<file path="src/rtl/hdlc_tx_framer.sv">
// HDLC transmit framer: opening flag, zero-stuffed payload, optional CRC-16/X.25 FCS, closing flag.
// The line idles at 1 between frames; an abort request ends a frame in flight with 0xFE.
module hdlc_tx_framer #(
  parameter int MAX_FRAME = 128
) (
  input  logic       Clk,
  input  logic       Rst,
  input  logic       Tx_Start,
  input  logic [7:0] Tx_FrameSize,
  input  logic       Tx_FCSen,
  input  logic       Tx_AbortFrame,
  input  logic [7:0] Tx_DataOutBuff,
  output logic       Tx_RdBuff,
  output logic       Tx,
  output logic       Tx_ValidFrame,
  output logic       Tx_AbortedTrans,
  output logic       Tx_Done
);
  typedef enum logic [2:0] {IDLE, OPEN_FLAG, DATA, FCS, CLOSE_FLAG, ABORT} state_t;

  localparam logic [7:0]  FLAG     = 8'h7E;
  localparam logic [15:0] CRC_POLY = 16'h8408;
  localparam logic [8:0]  MAX_SIZE = 9'(MAX_FRAME);

  state_t      state;
  logic [2:0]  bitCnt;
  logic [2:0]  onesCnt;
  logic [7:0]  byteCnt;
  logic [7:0]  fetchCnt;
  logic [7:0]  frameSize;
  logic        fcsEn;
  logic        fcsHigh;
  logic [7:0]  curByte;
  logic [7:0]  holdReg;
  logic        capPending;
  logic        closing;
  logic [15:0] crcReg;

  logic [7:0]  nextByte;
  logic        dataBit;
  logic [15:0] crcNext;
  logic        sizeOk;
  logic        busy;

  // The byte requested two cycles ago may still be on the buffer port when it is first needed.
  always_comb begin
    nextByte = capPending ? Tx_DataOutBuff : holdReg;
    dataBit  = (bitCnt == 3'd0) ? nextByte[0] : curByte[bitCnt];
    crcNext  = {1'b0, crcReg[15:1]} ^ ((crcReg[0] ^ dataBit) ? CRC_POLY : 16'h0000);
  end

  assign sizeOk = (Tx_FrameSize != 8'd0) && ({1'b0, Tx_FrameSize} <= MAX_SIZE);
  assign busy   = (state != IDLE) && (state != ABORT);

  always_ff @(posedge Clk) begin
    if (Rst) begin
      state           <= IDLE;
      bitCnt          <= 3'd0;
      onesCnt         <= 3'd0;
      byteCnt         <= 8'd0;
      fetchCnt        <= 8'd0;
      frameSize       <= 8'd0;
      fcsEn           <= 1'b0;
      fcsHigh         <= 1'b0;
      curByte         <= 8'd0;
      holdReg         <= 8'd0;
      capPending      <= 1'b0;
      closing         <= 1'b0;
      crcReg          <= 16'hFFFF;
      Tx              <= 1'b1;
      Tx_ValidFrame   <= 1'b0;
      Tx_AbortedTrans <= 1'b0;
      Tx_Done         <= 1'b0;
      Tx_RdBuff       <= 1'b0;
    end else begin
      Tx_RdBuff  <= 1'b0;
      Tx_Done    <= 1'b0;
      capPending <= Tx_RdBuff;
      if (capPending)
        holdReg <= Tx_DataOutBuff;

      if (Tx_ValidFrame && Tx_AbortFrame && busy) begin
        state  <= ABORT;
        Tx     <= 1'b0;
        bitCnt <= 3'd1;
      end else begin
        case (state)
          IDLE: begin
            Tx            <= 1'b1;
            Tx_ValidFrame <= 1'b0;
            Tx_Done       <= closing;
            closing       <= 1'b0;
            if (Tx_Start && sizeOk && !closing) begin
              state           <= OPEN_FLAG;
              frameSize       <= Tx_FrameSize;
              fcsEn           <= Tx_FCSen;
              bitCnt          <= 3'd0;
              byteCnt         <= 8'd0;
              fetchCnt        <= 8'd0;
              crcReg          <= 16'hFFFF;
              Tx_AbortedTrans <= 1'b0;
            end
          end
          OPEN_FLAG: begin
            Tx            <= FLAG[bitCnt];
            Tx_ValidFrame <= 1'b1;
            bitCnt        <= bitCnt + 3'd1;
            if (bitCnt == 3'd6) begin
              Tx_RdBuff <= 1'b1;
              fetchCnt  <= 8'd1;
            end
            if (bitCnt == 3'd7) begin
              state   <= DATA;
              onesCnt <= 3'd0;
            end
          end
          DATA: begin
            if (onesCnt == 3'd5) begin
              Tx      <= 1'b0;
              onesCnt <= 3'd0;
            end else begin
              Tx      <= dataBit;
              onesCnt <= dataBit ? onesCnt + 3'd1 : 3'd0;
              crcReg  <= crcNext;
              bitCnt  <= bitCnt + 3'd1;
              if (bitCnt == 3'd0)
                curByte <= nextByte;
              if (bitCnt == 3'd6 && fetchCnt != frameSize) begin
                Tx_RdBuff <= 1'b1;
                fetchCnt  <= fetchCnt + 8'd1;
              end
              if (bitCnt == 3'd7) begin
                byteCnt <= byteCnt + 8'd1;
                fcsHigh <= 1'b0;
                if (byteCnt + 8'd1 == frameSize)
                  state <= fcsEn ? FCS : CLOSE_FLAG;
              end
            end
          end
          FCS: begin
            if (onesCnt == 3'd5) begin
              Tx      <= 1'b0;
              onesCnt <= 3'd0;
            end else begin
              Tx      <= ~crcReg[0];
              onesCnt <= ~crcReg[0] ? onesCnt + 3'd1 : 3'd0;
              crcReg  <= {1'b1, crcReg[15:1]};
              bitCnt  <= bitCnt + 3'd1;
              if (bitCnt == 3'd7) begin
                fcsHigh <= 1'b1;
                if (fcsHigh)
                  state <= CLOSE_FLAG;
              end
            end
          end
          CLOSE_FLAG: begin
            // A run of five ones left by the payload still owes its stuffed 0.
            if (bitCnt == 3'd0 && onesCnt == 3'd5) begin
              Tx      <= 1'b0;
              onesCnt <= 3'd0;
            end else begin
              Tx     <= FLAG[bitCnt];
              bitCnt <= bitCnt + 3'd1;
              if (bitCnt == 3'd7) begin
                state   <= IDLE;
                closing <= 1'b1;
              end
            end
          end
          ABORT: begin
            Tx     <= 1'b1;
            bitCnt <= bitCnt + 3'd1;
            if (bitCnt == 3'd2)
              Tx_AbortedTrans <= 1'b1;
            if (bitCnt == 3'd7)
              state <= IDLE;
          end
          default: state <= IDLE;
        endcase
      end
    end
  end
endmodule

</file>
<file path="config.mk">
export PLATFORM = sky130hd
export DESIGN_NAME = hdlc_tx_framer
export DESIGN_NICKNAME = d
export VERILOG_FILES = /design/src/rtl/hdlc_tx_framer.sv
export SDC_FILE = /design/constraint.sdc
export NUM_CORES = 1
export LEC_CHECK = 0
export ABC_AREA = 1
export CAP_MARGIN = 30
export CORE_ASPECT_RATIO = 0.8
export CORE_MARGIN = 4
export CORE_UTILIZATION = 59
export DETAILED_ROUTE_END_ITERATION = 10
export GPL_TIMING_DRIVEN = 0
export HOLD_SLACK_MARGIN = 0.03
export PLACE_DENSITY_LB_ADDON = 0.05
export RECOVER_POWER = 25
export SLEW_MARGIN = 20
export SYNTH_ARGS = -nofsm -noshare
export SYNTH_HDL_FRONTEND = slang
export SYNTH_SLANG_ARGS = --single-unit
</file>
<file path="constraint.sdc">
create_clock -name Clk -period 1.8 [get_ports Clk]
set_input_delay 0.36 -clock Clk [delete_from_list [all_inputs] [get_ports Clk]]
set_output_delay 0.36 -clock Clk [all_outputs]
set_load 0.01 [all_outputs]
</file>
==> flow_metrics.env, run 1 <==
export IMPL_outcome="completed"
export IMPL_cp_top_family="buffers and inverters"
export IMPL_p_seq_share_pct=33.1
export IMPL_design_core_area_um2=6506
export IMPL_synthDistinctLibCells=45
export IMPL_drive_gt1_share_pct=17.04
export IMPL_grt_ovfl_total=0
export IMPL_avgRoutedWirePerCell_um=14.70
export IMPL_peakVddDrop_mv=1.159
export IMPL_syn_area_per_cell_um2=7.114
export IMPL_slew_viol_final=0
export IMPL_placed_cell_area_um2=4372
export IMPL_r2r_start="state[2]"
export IMPL_end_kind="flip-flop"
export IMPL_swShare_pct=42.26
export IMPL_grt_pass1_vias=3512
export IMPL_die_h_um=81.89
export IMPL_fillers=536
export IMPL_yosys_warnings=0
export IMPL_dieArea_um2=8218
export IMPL_start_kind="primary input"
export IMPL_drc=0
export IMPL_cts_sinks=74
export IMPL_p_per_area_nw_per_um2=1423
export IMPL_final_area_um2=4843
export IMPL_initial_utilization_pct=61.88
export IMPL_synthesis_nets=595
export IMPL_insertedDiodeCount=0
export IMPL_drt_iter0_drc=270
export IMPL_ant_nets=0
export IMPL_whs_ns=0.3156
export IMPL_p_comb_share_pct=47.3
export IMPL_period_minus_slack_ns=1.730
export IMPL_syn_area_um2=4026
export IMPL_cpPeakStageDelay_ns=0.48
export IMPL_synth_async_reset_ratio_pct=0
export IMPL_worst_ep_arrival_time_ns=1.98
export IMPL_power_switching_w=0.002913
export IMPL_finalPower_w=0.006893
export IMPL_nets=646
export IMPL_antenna_found_initial=0
export IMPL_insertion_delay_ns=0.37
export IMPL_setup_viol=0
export IMPL_max_freq_mhz=578.2
export IMPL_clock_root_buffer="clkbuf_8"
export IMPL_slew_headroom_pct=60.62
export IMPL_grt_pass1_wl_um=16770
export IMPL_crit_required_ns=2.05
export IMPL_cts_tree="built"
export IMPL_crit_path_max_fanout=10
export IMPL_port_buffers=24
export IMPL_finalWeightedCongestion=0.9530
export IMPL_cp_num_buf_inv=4
export IMPL_critPathKind="primary input to flip-flop"
export IMPL_finalHoldViolations=0
export IMPL_crit_start="Tx_FrameSize[4]"
export IMPL_worst_slack_ns=0.07040
export IMPL_synthCells=566
export IMPL_finalCritPeriodShare_pct=96.09
export IMPL_hold_class="primary input to flip-flop"
export IMPL_p_int_w=0.003980
export IMPL_max_clock_path_buffers=2
export IMPL_numCtsBuffers=9
export IMPL_dr_total_vias=3942
export IMPL_fin_skew_ns=0.01269
export IMPL_leakagePower_nw=2.068
export IMPL_rows=26
export IMPL_path_clk_slew_ns=0.07
export IMPL_die_w_um=100.4
export IMPL_tightestPinTransition_ns=0.5907
export IMPL_pwr_share_clk_pct=19.6
export IMPL_dp_hpwl_um=7494
export IMPL_synth_edf_count=0
export IMPL_worstPathCellList="clkdlybuf4s50_1, inv_1, nand2_1, nor2_1, nand2_1, nand3_2, nand2_4, nand3b_4, inv_4, nand2_4, buf_6, o21ai_1, a21oi_1"
export IMPL_ioPinCount=26
export IMPL_ys_ff_latch=74
export IMPL_mostFrequentLayoutCells="108 x nand2_1, 67 x dfxtp_1, 57 x nor2_1"
export IMPL_synth_flop_cell="dfxtp_1"
export IMPL_cts_htree_levels=3
export IMPL_syn2layout_area_growth_pct=20.29
export IMPL_track_usage_pct=25.90
export IMPL_drv_cap=0
export IMPL_routed_wl_um=10380
export IMPL_grt_max_degree=13
export IMPL_pre_cts_ws_ns=-0.4260
export IMPL_crit_slowest_cell="clkdlybuf4s50_1"
export IMPL_finalSetupTns_ns=0
export IMPL_drt_first_pass_iters=5
export IMPL_ys_seq_area_share_pct=36.79
export IMPL_hp_start="Tx_FrameSize[1]"
export IMPL_final_common_cell="nand2_1"
export IMPL_viasPerCell=5.584
[area by class of cell]
type	instances	area, um^2	area share (%)
clock inverter	5	52.55	1.085
tap	84	105.1	2.170
buffer	19	131.4	2.712
inverter	68	262.8	5.425
timing repair buffer	40	379.1	7.827
sequential	74	1500	30.97
clock buffer	11	151.4	3.126
multi-input combinational	405	2261	46.68
[path summary, 6_finish.rpt]
kind	end	slack, ns	depth (start not counted)
hold / removal	frameSize[1]	0.32	3
setup reg to reg	byteCnt[6]	0.10	11
hold reg to reg	capPending	0.44	2
setup / recovery	byteCnt[7]	0.07	13
[routing by layer]
metal | vias up | track usage, % | routed length [um]
li1 | 1970 | - | -
met2 | 150 | 39.48 | 4445
met1 | 1807 | 36.71 | 4964
met3 | 15 | 5.433 | 852
met5 | - | 0 | 0
met4 | 0 | 7.941 | 119
[cells by family after synthesis]
group                    count (synthesis)  synth area share, %
XOR/XNOR                                12                2.610
adder cells (fa/ha/maj)                  8                2.486
AO/OA/AOI/OAI                          127                17.40
buffers and inverters                   87                9.602
multiplexers                             7                1.740
flip-flops                              74                36.79
AND/OR/NAND/NOR                        251                29.37
[timing repair]
action,in CTS,in global routing
buffers inserted,6,10
gates cloned,0,0
hold buffers,0,0
pin swaps,5,16
gates resized for setup,13,45
endpoints found under the setup margin,41,46
[worst register-to-register path, stage by stage (launching register included)]
cell and delay (ns):
dfxtp_4 0.39, inv_2 0.10, nand2_4 0.08, nor2_8 0.17
inv_2 0.11, nor2_1 0.11, nand3b_4 0.18, inv_4 0.06
nand2_4 0.09, buf_6 0.15, o21ai_2 0.06, a21oi_2 0.14
[metrics by stage]
stage          util [%]  cells
5_1_grt           74.44    706
3_5_place_dp      67.19    674
2_1_floorplan         -    566
6_report          74.44    706
4_1_cts           71.48    696
3_3_place_gp      67.19    674
[power groups by stage]
stage | sequential, W | clock [W] | combinational [W]
floorplan | 0.00220 | 0 | 0.00221
global placement | 0.00227 | 0 | 0.00276
detailed placement | 0.00229 | 0 | 0.00284
CTS | 0.00225 | 0.00135 | 0.00295
global route | 0.00232 | 0.00143 | 0.00361
finish | 0.00228 | 0.00135 | 0.00326
[sequential cells by signal (all words and copies together), names as in the netlist, 3 cells and up]
signal	count
fetchCnt	8
byteCnt	8
crcReg	16
onesCnt	3
state	3
holdReg	8
bitCnt	3
curByte	8
frameSize	8
[synth_stat cells (3+ instances only)]
cell type	count	area, um^2
nand2_1	117	439.2
dfxtp_1	74	1481
inv_1	60	225.2
nor2_1	60	225.2
a21oi_1	53	265.3
o21ai_0	39	195.2
nand3_1	32	160.2
o21ai_1	14	70.07
nand4_1	11	68.82
ha_1	8	100.1
xor2_1	8	70.07
a211oi_1	7	52.55
clkbuf_1	7	26.28
mux2i_1	7	70.07
buf_6	6	67.56
inv_2	5	18.77
nand2_4	5	56.30
nor2_2	5	31.28
o211ai_1	5	37.54
nor3_1	4	20.02
xnor2_1	4	35.03
nor3b_1	3	22.52
No activity file was read; power rests on OpenSTA's default activity.
==> run 2: changes to the inputs <==
Settings changed: CAP_MARGIN 30 to not set.
==> results of run 2 <==
Same layout as run 1: the final DEF is identical, and so are final timing and power.
==> patch: new RTL, settings of run 1 <==
The 6 states of `state_t` get a Gray code encoding in 3 bits.
--- a/src/rtl/hdlc_tx_framer.sv
+++ b/src/rtl/hdlc_tx_framer.sv
@@ -17,5 +17,5 @@
   output logic       Tx_Done
 );
-  typedef enum logic [2:0] {IDLE, OPEN_FLAG, DATA, FCS, CLOSE_FLAG, ABORT} state_t;
+  typedef enum logic [2:0] {IDLE = 3'b000, OPEN_FLAG = 3'b001, DATA = 3'b011, FCS = 3'b010, CLOSE_FLAG = 3'b110, ABORT = 3'b111} state_t;
 
   localparam logic [7:0]  FLAG     = 8'h7E;
Function: same outputs for any inputs over 4 cycles, from zero or initial values and one cycle with Rst high; so few cycles prove little.
==> patch against run 1 <==
Total power grew 20%; highest routed layer unchanged; sequential cell count is the same; synthesized area shrank 0.90%; via count grew 0.76%; final cell count grew 2.1%; cell area grew 0.83%; largest power group unchanged; fmax shrank 0.21%; setup slack lost 0.0036 ns; synthesized cell count grew 4.2%; routed wire length is essentially flat; sequential power grew 5%; critical endpoint is now crcReg[3].
==> patch: results (changes against run 1) <==
metric;value;unit;change
grt_use_met2;0.437;;+0.0419
rr_worst_depth;10;;-1
met3_wirelength;811;um;-4.8%
clk_transition_reported_paths;0.09;ns;+0.02 ns
worstHoldEndpoint;frameSize[6];;
timing.hold.worst.start;Tx_FrameSize[6];;
drive_above_1_share;0.181;;+0.0101
worst_r2r_start;bitCnt[0];;
skew;0.00987;ns;-0.00283 ns
met2_length;4820;um;+8.5%
wire_length_of_the_first_global_routing_pass;16400;um;-1.9%
grtUsageMet3;0.0458;;-0.00849
yosys.area.top_type_share;0.371;;+0.00335
grt_usage;0.256;;-0.00312
static_leakage;2.07;nW;-0.10%
finalWeightedCongestion;0.946;;-0.77%
detail_route.wirelength;10400;um;about the same
met1_usage;0.332;;-0.0348
drt_pass1_iterations;7;;+2
final_nets;661;;+2.3%
routedLengthMet1;4560;um;-8.1%
critPathLaunch;Tx_FrameSize[4];;
grt_start_max_net_pins;15;;+2
post-dp-hpwl;7070;um;-5.6%
netlist_top_cells_count;sky130_fd_sc_hd__nand2_1, sky130_fd_sc_hd__dfxtp_1, sky130_fd_sc_hd__inv_1;;
combinationalPower;0.00426;W;+31%
netSwitchingFraction;0.445;;+0.0229
synth_seq_area_share;0.371;;+0.00335
drt_iter0_drc;242;;-10%
num-fill-cells;532;;-0.75%
max_slew_margin;0.488;;-0.118
status;finished, final reports clean;;
setup.reg_to_reg.worst_slack;0.07;ns;-0.03 ns
top_fanout_value_on_the_critical_path;8;;-2
number_of_unique_standard_cell_types_used_by_synthesis;41;;-8.9%
[patch: changes by cell type in the layout (fill, tap and decap cells not counted), sizes merged, moves of 7 or more]
cell,before,now
buf,27,18
inv,68,81
mux2i,7,0
nand2,123,141
nand3,34,41
nand4,11,4
[patch: layout make-up]
cell class | count | area [um2] | area share
Inverter | 80 | 308 | 0.0630
Clock inverter | 7 | 124 | 0.0254
Buffer | 21 | 133 | 0.0272
Multi-Input combinational cell | 415 | 2290 | 0.468
Tap cell | 84 | 105 | 0.0215
Sequential cell | 74 | 1500 | 0.307
Clock buffer | 9 | 124 | 0.0254
Timing Repair Buffer | 31 | 303 | 0.0620
[patch: cells by family (layout without fill, tap and decap cells)]
kind of cell | Yosys count | count (layout) | synth area share
xor gates and xnor gates | 12 | 12 | 0.0263
adders and majority gates | 8 | 8 | 0.0251
buffers and inverters | 102 | 148 | 0.109
AOI/OAI and AO/OA | 128 | 128 | 0.168
DFF | 74 | 74 | 0.371
and+or+nand+nor | 266 | 267 | 0.300
[patch: metrics by stage]
| step | cells | power (W) | area [um2] | hold WS (ns) | setup slack (ns) |
|---|---|---|---|---|---|
| after floorplan | 590 | 0.00511 | 3990 | 0.424 | 0.143 |
| after global placement | 698 | 0.00587 | 4340 | 0.409 | -0.469 |
| after detailed placement | 698 | 0.00597 | 4340 | 0.412 | -0.494 |
| after CTS | 715 | 0.00772 | 4650 | 0.424 | -0.00266 |
| after global routing | 721 | 0.00889 | 4880 | 0.345 | -0.0460 |
| final | 721 | 0.00828 | 4880 | 0.320 | 0.0668 |
[patch: worst max-delay path by stage]
stage | endpoint | slack (ns) | depth (start not counted)
floorplan | state[2] | 0.14 | 12
global placement | byteCnt[3] | -0.47 | 12
detailed placement | byteCnt[3] | -0.49 | 12
CTS | frameSize[4] | -0.003 | 9
global route | fetchCnt[1] | -0.05 | 10
finish | crcReg[3] | 0.07 | 13
[patch: worst max-delay path, stage by stage]
cell and delay (ns):
sky130_fd_sc_hd__clkdlybuf4s50_1 0.42, sky130_fd_sc_hd__inv_1 0.08, sky130_fd_sc_hd__nand2_2 0.09, sky130_fd_sc_hd__nor2_1 0.11, sky130_fd_sc_hd__nand2_1 0.05, sky130_fd_sc_hd__nand3b_1 0.15, sky130_fd_sc_hd__nand2_4 0.09, sky130_fd_sc_hd__buf_4 0.15
sky130_fd_sc_hd__nand3_4 0.11, sky130_fd_sc_hd__inv_4 0.07, sky130_fd_sc_hd__or2_1 0.20, sky130_fd_sc_hd__nand2_1 0.06, sky130_fd_sc_hd__nand2_1 0.04
[patch: timing repair]
| item | in CTS | in global routing |
|---|---|---|
| buffers inserted | 2 | 3 |
| endpoints found under the setup margin | 42 | 56 |
| cloned | 0 | 3 |
| pin swaps | 5 | 22 |
| hold buffers | 0 | 0 |
| resized for setup | 17 | 67 |
